**src/rtl/gpio_ctrl24_pkg.sv**
```systemverilog
// Shared register offsets, reset values and interrupt-type encoding for the
// APB GPIO controller.
package gpio_ctrl_pkg24;

    localparam logic [2:0] DOUT_OFF     = 3'd0;
    localparam logic [2:0] OE_N_OFF     = 3'd1;
    localparam logic [2:0] DIN_OFF      = 3'd2;
    localparam logic [2:0] INT_EN_OFF   = 3'd3;
    localparam logic [2:0] INT_TYPE_OFF = 3'd4;
    localparam logic [2:0] INT_POL_OFF  = 3'd5;
    localparam logic [2:0] INT_STAT_OFF = 3'd6;

    localparam logic [31:0] DOUT_RST     = 32'h0000_0000;
    localparam logic [31:0] OE_N_RST     = 32'hFFFF_FFFF;
    localparam logic [31:0] INT_EN_RST   = 32'h0000_0000;
    localparam logic [31:0] INT_TYPE_RST = 32'h0000_0000;
    localparam logic [31:0] INT_POL_RST  = 32'h0000_0000;
    localparam logic [31:0] INT_STAT_RST = 32'h0000_0000;

    typedef enum logic {
        LEVEL = 1'b0,
        EDGE  = 1'b1
    } int_type_e;

endpackage

```
**src/rtl/gpio_ctrl24_in_sync.sv**
```systemverilog
// Three-flop input synchroniser; rise/fall compare the last two stages so the
// first stage never feeds logic directly.
module gpio_in_sync24 #(
    parameter int WIDTH = 16
) (
    input  logic             clk,
    input  logic             rst,
    input  logic [WIDTH-1:0] pin_in,
    output logic [WIDTH-1:0] din,
    output logic [WIDTH-1:0] rise,
    output logic [WIDTH-1:0] fall
);

    logic [WIDTH-1:0] s1, s2, s3;

    always_ff @(posedge clk) begin
        if (rst) begin
            s1 <= '0;
            s2 <= '0;
            s3 <= '0;
        end else begin
            s1 <= pin_in;
            s2 <= s1;
            s3 <= s2;
        end
    end

    assign din  = s2;
    assign rise = s2 & ~s3;
    assign fall = ~s2 & s3;

endmodule

```
**src/rtl/gpio_ctrl24.sv**
```systemverilog
// APB GPIO controller: register file, pad drive, synchronised inputs and a
// masked level/edge interrupt.
module gpio_ctrl24
    import gpio_ctrl_pkg24::*;
#(
    parameter int GPIO_DATA_WIDTH = 16,
    parameter int ADDR_WIDTH      = 8
) (
    input  logic                       pclk24,
    input  logic                       p_reset24,
    input  logic                       psel24,
    input  logic                       penable24,
    input  logic                       pwrite24,
    input  logic [ADDR_WIDTH-1:0]      paddr24,
    input  logic [31:0]                pwdata24,
    output logic [31:0]                prdata24,
    output logic                       pready24,
    output logic                       pslverr24,
    output logic [GPIO_DATA_WIDTH-1:0] n_gpio_pin_oe24,
    output logic [GPIO_DATA_WIDTH-1:0] gpio_pin_out24,
    input  logic [GPIO_DATA_WIDTH-1:0] gpio_pin_in24,
    output logic                       gpio_int24
);

    localparam int W = GPIO_DATA_WIDTH;

    logic [W-1:0]  dout_q, oe_n_q, int_en_q, int_type_q, int_pol_q, int_stat_q;
    logic [W-1:0]  din, rise, fall, cond, w1c, wdata;
    logic [31:0]   prdata_q, rd_mux;
    logic [2:0]    idx;
    logic          unmapped, wr_en, rd_setup, gpio_int_q;
    logic          unused_bits;

    gpio_in_sync24 #(.WIDTH(W)) u_sync (
        .clk    (pclk24),
        .rst    (p_reset24),
        .pin_in (gpio_pin_in24),
        .din    (din),
        .rise   (rise),
        .fall   (fall)
    );

    // Anything at or past 0x1C is unmapped, including aliases above 0x1F.
    assign idx      = paddr24[4:2];
    assign unmapped = paddr24[ADDR_WIDTH-1:2] > (ADDR_WIDTH-2)'(INT_STAT_OFF);
    assign wr_en    = psel24 & penable24 & pwrite24 & ~unmapped;
    assign rd_setup = psel24 & ~penable24 & ~pwrite24;
    assign wdata    = pwdata24[W-1:0];
    assign w1c      = (wr_en && idx == INT_STAT_OFF) ? wdata : '0;

    for (genvar i = 0; i < W; i++) begin : g_evt
        assign cond[i] = (int_type_e'(int_type_q[i]) == EDGE)
                       ? (int_pol_q[i] ? rise[i] : fall[i])
                       : (din[i] == int_pol_q[i]);
    end

    always_comb begin
        rd_mux = '0;
        if (!unmapped) begin
            case (idx)
                DOUT_OFF:     rd_mux = 32'(dout_q);
                OE_N_OFF:     rd_mux = 32'(oe_n_q);
                DIN_OFF:      rd_mux = 32'(din);
                INT_EN_OFF:   rd_mux = 32'(int_en_q);
                INT_TYPE_OFF: rd_mux = 32'(int_type_q);
                INT_POL_OFF:  rd_mux = 32'(int_pol_q);
                INT_STAT_OFF: rd_mux = 32'(int_stat_q);
                default:      rd_mux = '0;
            endcase
        end
    end

    always_ff @(posedge pclk24) begin
        if (p_reset24) begin
            dout_q     <= DOUT_RST[W-1:0];
            oe_n_q     <= OE_N_RST[W-1:0];
            int_en_q   <= INT_EN_RST[W-1:0];
            int_type_q <= INT_TYPE_RST[W-1:0];
            int_pol_q  <= INT_POL_RST[W-1:0];
            int_stat_q <= INT_STAT_RST[W-1:0];
            gpio_int_q <= 1'b0;
            prdata_q   <= '0;
        end else begin
            if (wr_en) begin
                case (idx)
                    DOUT_OFF:     dout_q     <= wdata;
                    OE_N_OFF:     oe_n_q     <= wdata;
                    INT_EN_OFF:   int_en_q   <= wdata;
                    INT_TYPE_OFF: int_type_q <= wdata;
                    INT_POL_OFF:  int_pol_q  <= wdata;
                    default:      ;
                endcase
            end
            // A new event outranks a simultaneous write-1-to-clear.
            int_stat_q <= (int_stat_q & ~w1c) | (cond & int_en_q);
            gpio_int_q <= |(int_stat_q & int_en_q);
            if (rd_setup) prdata_q <= rd_mux;
        end
    end

    assign prdata24        = prdata_q;
    assign pready24        = 1'b1;
    assign pslverr24       = psel24 & penable24 & unmapped;
    assign gpio_pin_out24  = dout_q;
    assign n_gpio_pin_oe24 = oe_n_q;
    assign gpio_int24      = gpio_int_q;
    assign unused_bits     = &{1'b0, paddr24[1:0], pwdata24};

endmodule

```
**config.mk**
```make
export PLATFORM = sky130hd
export DESIGN_NAME = gpio_ctrl24
export DESIGN_NICKNAME = d
export VERILOG_FILES = /design/src/rtl/gpio_ctrl24_pkg.sv /design/src/rtl/gpio_ctrl24_in_sync.sv /design/src/rtl/gpio_ctrl24.sv
export SDC_FILE = /design/constraint.sdc
export NUM_CORES = 1
export LEC_CHECK = 0
export CORE_MARGIN = 3
export CORE_UTILIZATION = 52
export CTS_CLUSTER_DIAMETER = 150
export DETAILED_ROUTE_END_ITERATION = 16
export PLACE_DENSITY = 0.86
export SLEW_MARGIN = 15
export SYNTH_ARGS = -nofsm -noshare
export SYNTH_HDL_FRONTEND = slang
export SYNTH_SLANG_ARGS = --single-unit
```
**constraint.sdc**
```tcl
create_clock -name pclk24 -period 2.31 [get_ports pclk24]
set_input_delay 0.231 -clock pclk24 [delete_from_list [all_inputs] [get_ports pclk24]]
set_output_delay 0.231 -clock pclk24 [all_outputs]
set_load 0.05 [all_outputs]
```
==> impl_metrics.env <==
export IMPL_die_x_um=122.1
export IMPL_portBuffers=92
export IMPL_worst_setup_path_type="in2reg"
export IMPL_combPwrFrac_pct=7.7
export IMPL_powerDensity_mw_per_mm2=688.9
export IMPL_slew_headroom_pct=45.24
export IMPL_dp_hpwl_um=11560
export IMPL_final_hold_viol_count=0
export IMPL_ys_seq_area_share_pct=46.01
export IMPL_leakage_nw=3.335
export IMPL_synth_cells=759
export IMPL_initial_core_util_pct=54.41
export IMPL_area_growth_pct=25.40
export IMPL_grt_overflow=0
export IMPL_die_h_um=122.1
export IMPL_firstDrtPassIters=5
export IMPL_pwr_share_clk_pct=45.4
export IMPL_post_route_util_pct=68.22
export IMPL_post_route_min_period_ns=1.932
export IMPL_ant_nets=0
export IMPL_yosysWarnings=0
export IMPL_rows=41
export IMPL_postRouteWirelength_um=17640
export IMPL_switching_share_pct=23.01
export IMPL_status="complete, no violations"
export IMPL_cts_hold_buf=0
export IMPL_slew_violations=0
export IMPL_cap_violations=0
export IMPL_grt_max_degree=101
export IMPL_postCtsSetupRepairBufs=0
export IMPL_final_setup_skew_ns=0.005293
export IMPL_cp_arrival_ns=2.22
export IMPL_p_seq_share_pct=46.8
export IMPL_ioPinCount=128
export IMPL_vdd_drop_max_mv=0.4971
export IMPL_setup_viol_count_final=0
export IMPL_cts_sinks=161
export IMPL_synth_avg_cell_area_um2=9.230
export IMPL_hold_class="in2reg"
export IMPL_cp_data_required_time_ns=2.60
export IMPL_grt_usage_pct=24.03
export IMPL_cts_buffers=17
export IMPL_clock_path_buffers=2
export IMPL_grt_pass1_wl_um=27630
export IMPL_p_int_mw=4.659
export IMPL_worstPathMaxFanout=19
export IMPL_core_area_mm2=0.01288
export IMPL_place_gp_congestion=0.8931
export IMPL_initialDrtViolationCount=461
export IMPL_drc=0
export IMPL_routed_via_density=5.528
export IMPL_cts_tree="built"
export IMPL_antenna_cells=0
export IMPL_wl_per_cell_um=17.00
export IMPL_fin_setup_tns_ns=0
export IMPL_nets=916
export IMPL_synth_cell_types=41
export IMPL_cts_htree_levels=4
export IMPL_switchingPower_mw=1.393
export IMPL_worstMarginPinSlew_ns=0.8197
export IMPL_clock_latency_ns=0.43
export IMPL_drive_gt1_share_pct=8.776
export IMPL_start_kind="input port"
export IMPL_max_freq_mhz=517.6
export IMPL_clk_pin_slew_ns=0.06
export IMPL_die_area_mm2=0.01490
export IMPL_nFillCells=962
export IMPL_grt_setup_unrepaired="no"
export IMPL_fin_crit_sh_pct=83.64
export IMPL_grt_pass1_vias=5468
export IMPL_cts_root_buf="clkbuf_16"
export IMPL_vias=5738
export IMPL_ys_ff_latch=161
export IMPL_synth_area_mm2=0.007005
export IMPL_grt_antenna_before_repair=0
export IMPL_cts_resized=0
export IMPL_end_kind="register"
-- worst paths after layout --
| kind | from | to | cells past startpoint | slack, ns |
|---|---|---|---|---|
| worst max-delay path | paddr24[2] | prdata24[3] | 7 | 0.38 |
| worst min register to register | u_sync.s1[5] | u_sync.din[5] | 1 | 0.43 |
| worst max register to register | n_gpio_pin_oe24[3] | prdata24[3] | 5 | 0.99 |
| worst min-delay path | p_reset24 | int_type_q[7] | 2 | 0.22 |
-- power by group through the flow --
stage	Clock, mW	Sequential [mW]	Combinational (mW)
2_1_floorplan	0	2.89	0.285
3_3_place_gp	0	2.89	0.456
3_5_place_dp	0	2.89	0.460
4_1_cts	2.78	2.83	0.464
5_1_grt	2.89	2.84	0.498
6_report	2.75	2.83	0.468
-- cells in the final DEF (no fill, tap or decap), types with 2 or more instances in the layout --
cell / Yosys / routed
nor3_1: 37 / 37
mux2i_1: 92 / 92
dfxtp_1: 161 / 161
a32oi_1: 4 / 4
o32ai_1: 12 / 12
buf_12: 0 / 7
o21ai_0: 30 / 30
clkinv_2: 0 / 2
inv_1: 28 / 28
a32o_1: 12 / 12
clkbuf_8: 0 / 3
nor2_1: 80 / 80
nand2b_1: 35 / 35
o21ai_1: 10 / 10
and3_1: 2 / 2
clkbuf_16: 0 / 17
nor4b_1: 5 / 4
nor4_4: 2 / 2
clkdlybuf4s50_1: 0 / 90
mux2_2: 4 / 4
bufinv_16: 0 / 2
o211a_1: 4 / 4
nand2_1: 28 / 28
clkinvlp_4: 0 / 4
nor2b_1: 59 / 59
xor2_1: 7 / 7
conb_1: 2 / 17
a22oi_1: 2 / 2
o211ai_1: 7 / 7
nand3_1: 2 / 2
xnor2_1: 9 / 9
a22o_1: 3 / 3
a21oi_1: 45 / 45
a221oi_1: 3 / 3
buf_4: 19 / 30
-- flip-flops by register name, summed over array words and instances, names as in the netlist --
name and cells:
u_sync.s3 16, u_sync.din 16, int_pol_q 16, u_sync.s1 16, int_type_q 16, gpio_int24 1
prdata24 16, int_stat_q 16, int_en_q 16, gpio_pin_out24 16, n_gpio_pin_oe24 16
-- metal layers --
layer	part of all wire, %	up-vias	global-route usage [%]
li1	-	2766	-
met4	2.4	0	10.36
met3	7.6	38	6.267
met2	47	231	38.43
met5	0	-	0
met1	43	2703	30.75
-- synthesized netlist by cell type --
cell type,instances,area (µm²)
a22o_1,3,26.28
dfxtp_1,161,3223
nor4_4,2,42.54
mux2_2,4,45.04
buf_4,19,142.6
buf_2,6,30.03
nor2_1,80,300.3
o211a_1,4,40.04
nand2b_1,35,219.0
and3b_1,1,8.760
nand3_1,2,10.01
xnor2_1,9,78.83
a21oi_1,45,225.2
o211ai_1,7,52.55
inv_1,28,105.1
nor3b_1,1,7.510
or4_1,1,7.510
nand2_1,28,105.1
buf_1,1,3.750
nand4_1,1,6.260
or2_2,1,6.260
clkbuf_1,35,131.4
nor2b_1,59,369.1
o32ai_1,12,105.1
or3_4,1,11.26
nor3_1,37,185.2
a22oi_1,2,15.01
nor4b_1,5,43.79
a221oi_1,3,26.28
and3_1,2,12.51
a31oi_1,1,6.260
o21ai_1,10,50.05
xor2_1,7,61.31
a32o_1,12,120.1
buf_6,4,45.04
conb_1,2,7.510
a32oi_1,4,35.03
mux2i_1,92,920.9
nand4b_1,1,8.760
o21ai_0,30,150.1
nor4b_2,1,15.01
-- layout make-up --
cell class,count,area [µm²],share of cell area (%)
inverters,28,105.1,1.196
multi-input cells,520,3396,38.66
well taps,172,215.2,2.450
clock buffers,21,470.5,5.355
clock inverters,9,108.9,1.239
flip-flops and latches,161,3223,36.69
repair buffers,127,1266,14.41
-- worst max-delay path: stages --
cell and delay [ns]:
clkdlybuf4s50_1 0.52, buf_12 0.22, and3b_1 0.39, a32o_1 0.31
nor3_1 0.29, buf_4 0.18, o21ai_0 0.07
-- metrics by stage --
stage	total power, mW	worst slack, ns	instance area (µm²)	std cells	hold WS (ns)
final	6.052	0.3780	8785	1038	0.2181
after CTS	6.074	0.4315	8785	1038	0.1990
after global placement	3.349	0.08229	8205	1008	0.4172
after floorplan	3.177	0.4835	7062	774	0.3592
after global routing	6.222	0.3452	8785	1038	0.2172
after detailed placement	3.353	0.04870	8205	1008	0.4204
-- cell families (layout without fill, tap and decap cells) --
| family | Yosys count | after routing | synth area share (%) |
|---|---|---|---|
| compound gates | 133 | 133 | 12.16 |
| xor+xnor | 16 | 16 | 2.000 |
| buf+inv | 93 | 185 | 6.537 |
| flops | 161 | 161 | 46.01 |
| mux | 96 | 96 | 13.79 |
| other cells | 2 | 17 | 0.1072 |
| simple gates | 258 | 258 | 19.40 |
No activity file was read; power rests on OpenSTA's default activity.
